`src/rtl/l0_pool.sv`:
```
// Layer-0 2x2 max-pool reader: scans the 26x26 feature-map RAM window by window
// and streams one signed maximum per window to the next layer's buffer.
module l0_pool #(
  parameter int IN_DIM = 26,
  parameter int DW     = 18,
  parameter int AW     = 10,
  parameter int OW     = 8
) (
  input  logic          clk,
  input  logic          rst,
  input  logic          start,
  output logic [AW-1:0] addr_rd,
  input  logic [DW-1:0] rd_data,
  output logic          out_valid,
  output logic [DW-1:0] out_data,
  output logic [OW-1:0] out_addr,
  output logic          busy,
  output logic          done
);

  localparam int H  = IN_DIM / 2;
  localparam int CW = (H > 1) ? $clog2(H) : 1;

  typedef enum logic [1:0] {IDLE, ISSUE, DRAIN, FIN} state_t;

  state_t               state, state_n;
  logic [1:0]           e_q, e_n;
  logic [CW-1:0]        c_q, c_n, r_q, r_n;
  logic [AW-1:0]        row_base, rb_n, col_off, co_n, off_n, addr_n;
  logic                 drain_cnt;
  logic                 last_rd;
  logic                 rd_vld;
  logic [1:0]           rd_e;
  logic signed [DW-1:0] acc, acc_n;
  logic [OW-1:0]        wcnt;
  logic                 emit;

  assign last_rd = (e_q == 2'd3) && (c_q == CW'(H - 1)) && (r_q == CW'(H - 1));
  assign busy    = (state != IDLE);
  assign done    = (state == FIN);
  assign emit    = rd_vld && (rd_e == 2'd3);

  always_comb begin
    state_n = state;
    case (state)
      IDLE:    if (start) state_n = ISSUE;
      ISSUE:   if (last_rd) state_n = DRAIN;
      DRAIN:   if (drain_cnt) state_n = FIN;
      FIN:     state_n = IDLE;
      default: state_n = IDLE;
    endcase
  end

  // Address = row base + 2*col + element offset, all tracked incrementally.
  always_comb begin
    e_n  = e_q + 2'd1;
    c_n  = c_q;
    r_n  = r_q;
    rb_n = row_base;
    co_n = col_off;
    if (e_q == 2'd3) begin
      if (c_q == CW'(H - 1)) begin
        c_n  = '0;
        co_n = '0;
        r_n  = r_q + CW'(1);
        rb_n = row_base + AW'(2 * IN_DIM);
      end else begin
        c_n  = c_q + CW'(1);
        co_n = col_off + AW'(2);
      end
    end
    case (e_n)
      2'd0:    off_n = '0;
      2'd1:    off_n = AW'(1);
      2'd2:    off_n = AW'(IN_DIM);
      default: off_n = AW'(IN_DIM + 1);
    endcase
    addr_n = rb_n + co_n + off_n;
  end

  // Element 0 reloads; later elements keep the existing value on a tie.
  always_comb begin
    acc_n = acc;
    if (rd_e == 2'd0)
      acc_n = $signed(rd_data);
    else if ($signed(rd_data) > acc)
      acc_n = $signed(rd_data);
  end

  always_ff @(posedge clk) begin
    if (rst) begin
      state     <= IDLE;
      e_q       <= '0;
      c_q       <= '0;
      r_q       <= '0;
      row_base  <= '0;
      col_off   <= '0;
      addr_rd   <= '0;
      drain_cnt <= 1'b0;
      rd_vld    <= 1'b0;
      rd_e      <= '0;
      acc       <= '0;
      wcnt      <= '0;
      out_valid <= 1'b0;
      out_data  <= '0;
      out_addr  <= '0;
    end else begin
      state     <= state_n;
      drain_cnt <= (state == DRAIN) && !drain_cnt;
      if (state == IDLE && start) begin
        e_q      <= '0;
        c_q      <= '0;
        r_q      <= '0;
        row_base <= '0;
        col_off  <= '0;
        addr_rd  <= '0;
        wcnt     <= '0;
      end else if (state == ISSUE && !last_rd) begin
        e_q      <= e_n;
        c_q      <= c_n;
        r_q      <= r_n;
        row_base <= rb_n;
        col_off  <= co_n;
        addr_rd  <= addr_n;
      end
      rd_vld    <= (state == ISSUE);
      rd_e      <= e_q;
      if (rd_vld) acc <= acc_n;
      out_valid <= emit;
      if (emit) begin
        out_data <= acc_n;
        out_addr <= wcnt;
        wcnt     <= wcnt + OW'(1);
      end
    end
  end

endmodule
```
`config.mk`:
```
export PLATFORM = sky130hd
export DESIGN_NAME = l0_pool
export DESIGN_NICKNAME = d
export VERILOG_FILES = /design/src/rtl/l0_pool.sv
export SDC_FILE = /design/constraint.sdc
export NUM_CORES = 1
export LEC_CHECK = 0
export CORE_MARGIN = 2
export CORE_UTILIZATION = 56
export DETAILED_ROUTE_END_ITERATION = 6
export HOLD_SLACK_MARGIN = 0.05
export PLACE_DENSITY_LB_ADDON = 0.05
export RECOVER_POWER = 100
export SLEW_MARGIN = 20
export SYNTH_ARGS = -nofsm -noshare
export SYNTH_HDL_FRONTEND = slang
export SYNTH_SLANG_ARGS = --single-unit
```
`constraint.sdc`:
```
create_clock -name clk -period 4.5 [get_ports clk]
set_input_delay 0.675 -clock clk [delete_from_list [all_inputs] [get_ports clk]]
set_output_delay 0.675 -clock clk [all_outputs]
set_load 0.02 [all_outputs]
```
==> results_dict.tcl <==
set metrics [dict create \
    run_status "finished, violations left" \
    failed_checks "capacitance limit, slew limit" \
    synth_area_um2 5201 \
    yosys.cell_types.count 40 \
    place_area_um2 5834 \
    track_usage 0.2231 \
    post_drt_via_cell_ratio 5.546 \
    post_cts_buffers 0 \
    antenna-diode-count 0 \
    intPower_uw 1333 \
    cp_top_family "buffers and inverters" \
    number_of_global_route_vias_before_repair 3985 \
    critical_path.startpoint "rd_data[7]" \
    skew_ns 0.008172 \
    route.vias.total 4370 \
    grt_start_max_net_pins 62 \
    synth_async_sr_flop_share 0 \
    rsz0062_at_grt "false" \
    wire_length_of_the_first_global_routing_pass_um 18280 \
    detail_route.wl_per_cell_um 13.72 \
    critPathRequiredTime_ns 4.63 \
    hp-class "register to register" \
    ys_seq_elements 97 \
    start_util 0.5710 \
    clkSinkCount 97 \
    timing.critical_path.mode_cell "a211oi_1" \
    clkSlewWorstSetupHoldPaths_ns 0.10 \
    routed_wirelength_um 10810 \
    power_per_cell_area_nw_per_um2 343.6 \
    cellLeakagePower_uw 0.002486 \
    number_of_antenna_violations_at_the_first_check_in_global_routing 0 \
    ordered_cell_list_for_the_critical_path "dlygate4sd3_1, ha_1, a211oi_1, nor2_1, a211oi_1, o21a_1, mux2i_4, clkbuf_1, mux2i_1, a211oi_1" \
    dp_hpwl_um 7784 \
    placement_row_count 35 \
    timing.setup.critical_path_class "primary input to register" \
    floorplan.die.width_um 100.4 \
    clkPwrFrac 0.263 \
    gp_routability_congestion 0.8003 \
    fp.coreArea_um2 9109 \
    numCtsBuffers 9 \
    min_period_ns 4.064 \
    cp_slowest_cell "clkbuf_1" \
    final_max_slew_viol_count 62 \
    clockBufferDepth 2 \
    number_of_buffers_added_on_ports 59 \
    clock_tree.htree_level_count 3 \
    tritoncts "yes" \
    post_synth_edffs 0 \
    setup-tns-final_ns 0 \
    final_layout_size_suffix_gt1_frac 0.03988 \
    area.growth.synth_to_final_pct 15.56 \
    cts_root_buffer "clkbuf_8" \
    max-vdd-ir-drop_mv 0.1850 \
    finalNetCount 744 \
    fmax_ghz 0.2461 \
    slew_headroom -0.7709 \
    synth_flop_cell "dfxtp_1" \
    path_buf_inv 2 \
    crit_path_start_kind "primary input" \
    warnings_from_yosys 0 \
    power_switching_uw 732.6 \
    drc_errors 0 \
    fp.dieArea_um2 10080 \
    syn-mean-instance-area_um2 8.269 \
    timing.critical_path.fanout_max 21 \
    end_kind "register" \
    pwr-share-seq 0.457 \
    tightestPinTransition_ns 2.656 \
    die_h_um 100.4 \
    setup-violations-final 0 \
    r2r_start "e_q[0]" \
    part_of_the_power_in_combinational_logic 0.280 \
    critPathArrivalTime_ns 4.19 \
    worstSkewPairLatency_ns 0.37 \
    gr-total-overflow 0 \
    cap_viol_max_count 1 \
    final.period_utilization 0.9030 \
    drt_pre_antenna_iters 4 \
    hold_path_start "out_addr[5]" \
    num_io_pins 60 \
    timing.critical_path.slowest_cell_delay_ns 0.86 \
    finish.instance_area_um2 6011 \
    first_iter_violations 85 \
    final_antenna_net_count 0 \
    cts-hold-fix-buffers 0 \
    syn-num-nets 701 \
    sequential_cell_area_fraction_in_the_yosys_report 0.3733 \
    swShare 0.3547 \
    cts_resized 0 \
    netlist_instances 629 \
    hold_viol 0 \
]
power groups by stage:
stage          clock (uW)  sequential, uW  combinational (uW)
2_1_floorplan           0             967                 417
6_report              544             944                 578
4_1_cts               557             943                 593
5_1_grt               593             951                 657
3_5_place_dp            0             964                 590
3_3_place_gp            0             961                 574
routing by layer:
metal / track usage / vias to the layer above / wire [um]
li1: - / 2253 / -
met1: 0.2743 / 2032 / 4938
met2: 0.3955 / 69 / 5339
met3: 0.02786 / 16 / 321
met4: 0.08851 / 0 / 214
met5: 0 / - / 0
path summary, 6_finish.rpt:
path	to	slack, ns	depth (start not counted)
setup reg to reg	addr_rd[9]	0.68	13
hold reg to reg	out_addr[5]	0.45	2
setup / recovery	out_data[9]	0.44	10
hold / removal	out_addr[5]	0.45	2
cell families after synthesis:
| logic type | after synthesis | synth area share |
|---|---|---|
| xor+xnor | 31 | 0.05220 |
| mux | 21 | 0.04282 |
| fa+ha+maj | 51 | 0.1270 |
| buf+inv | 70 | 0.05437 |
| simple gates | 219 | 0.1867 |
| compound gates | 140 | 0.1636 |
| flops | 97 | 0.3733 |
tightest hold or removal path: cells and delay by family, from the launching register on:
family	cells	cell delay (ns)
AO/OA/AOI/OAI	1	0.05
flip-flops	1	0.32
AND/OR/NAND/NOR	1	0.05
final cells by class:
| class | instances | area [um2] |
|---|---|---|
| Tap cell | 111 | 138.9 |
| Fill cell | 770 | 3098 |
| Multi-Input combinational cell | 462 | 2977 |
| Sequential cell | 97 | 1942 |
| Clock buffer | 9 | 123.9 |
| Timing Repair Buffer | 67 | 631.9 |
| Inverter | 35 | 131.4 |
| Clock inverter | 7 | 66.31 |
layout by cell type, fill, tap and decap left out, types with 4 or more instances in the layout:
cell and n:
dfxtp_1 97, nand2_1 78, a21oi_1 70, nor2_1 62
ha_1 48, dlygate4sd3_1 40, inv_1 35, nand3_1 34
xnor2_1 24, a211oi_1 23, a21o_1 21, mux2i_1 20
clkdlybuf4s50_1 18, nand4_1 12, o21ai_0 12, nor3_1 10
clkbuf_8 9, xor2_1 7, or3_1 5, o21a_1 5
and3_1 4, buf_4 4
cell usage after synthesis, types with 2 or more instances:
| master | n | area (um2) |
|---|---|---|
| a211oi_1 | 23 | 172.7 |
| a21o_1 | 21 | 157.7 |
| a21oi_1 | 70 | 350.3 |
| a311oi_1 | 2 | 17.52 |
| and3_1 | 4 | 25.02 |
| and4_1 | 2 | 17.52 |
| buf_2 | 4 | 20.02 |
| buf_6 | 2 | 22.52 |
| clkbuf_1 | 28 | 105.1 |
| dfxtp_1 | 97 | 1942 |
| fa_1 | 3 | 60.06 |
| ha_1 | 48 | 600.6 |
| inv_1 | 35 | 131.4 |
| mux2i_1 | 20 | 200.2 |
| nand2_1 | 78 | 292.8 |
| nand2b_1 | 3 | 18.77 |
| nand3_1 | 34 | 170.2 |
| nand4_1 | 12 | 75.07 |
| nor2_1 | 62 | 232.7 |
| nor3_1 | 10 | 50.05 |
| nor4_1 | 2 | 12.51 |
| o21a_1 | 5 | 37.54 |
| o21ai_0 | 12 | 60.06 |
| or2_2 | 3 | 18.77 |
| or3_1 | 5 | 31.28 |
| xnor2_1 | 24 | 210.2 |
| xor2_1 | 7 | 61.31 |
per-stage QoR:
step / cells / setup WS (ns) / hold WS [ns] / power (uW) / utilization
floorplan: 629 / 1.266 / 0.4438 / 1384 / -
global placement: 772 / 0.8255 / 0.4423 / 1535 / 0.6405
detailed placement: 772 / 0.7217 / 0.4454 / 1553 / 0.6405
CTS: 788 / 0.6926 / 0.4597 / 2093 / 0.6614
global route: 788 / 0.1934 / 0.4806 / 2201 / 0.6599
finish: 788 / 0.4364 / 0.4541 / 2066 / 0.6599
state kept, by name, summed over array words and instances (netlist names):
register	flops
acc	18
out_data	18
addr_rd	10
col_off	10
out_addr	8
row_base	8
wcnt	8
c_q	4
r_q	4
e_q	2
rd_e	2
state	2
drain_cnt	1
out_valid	1
rd_vld	1
Power figures use the tool's default switching activity.
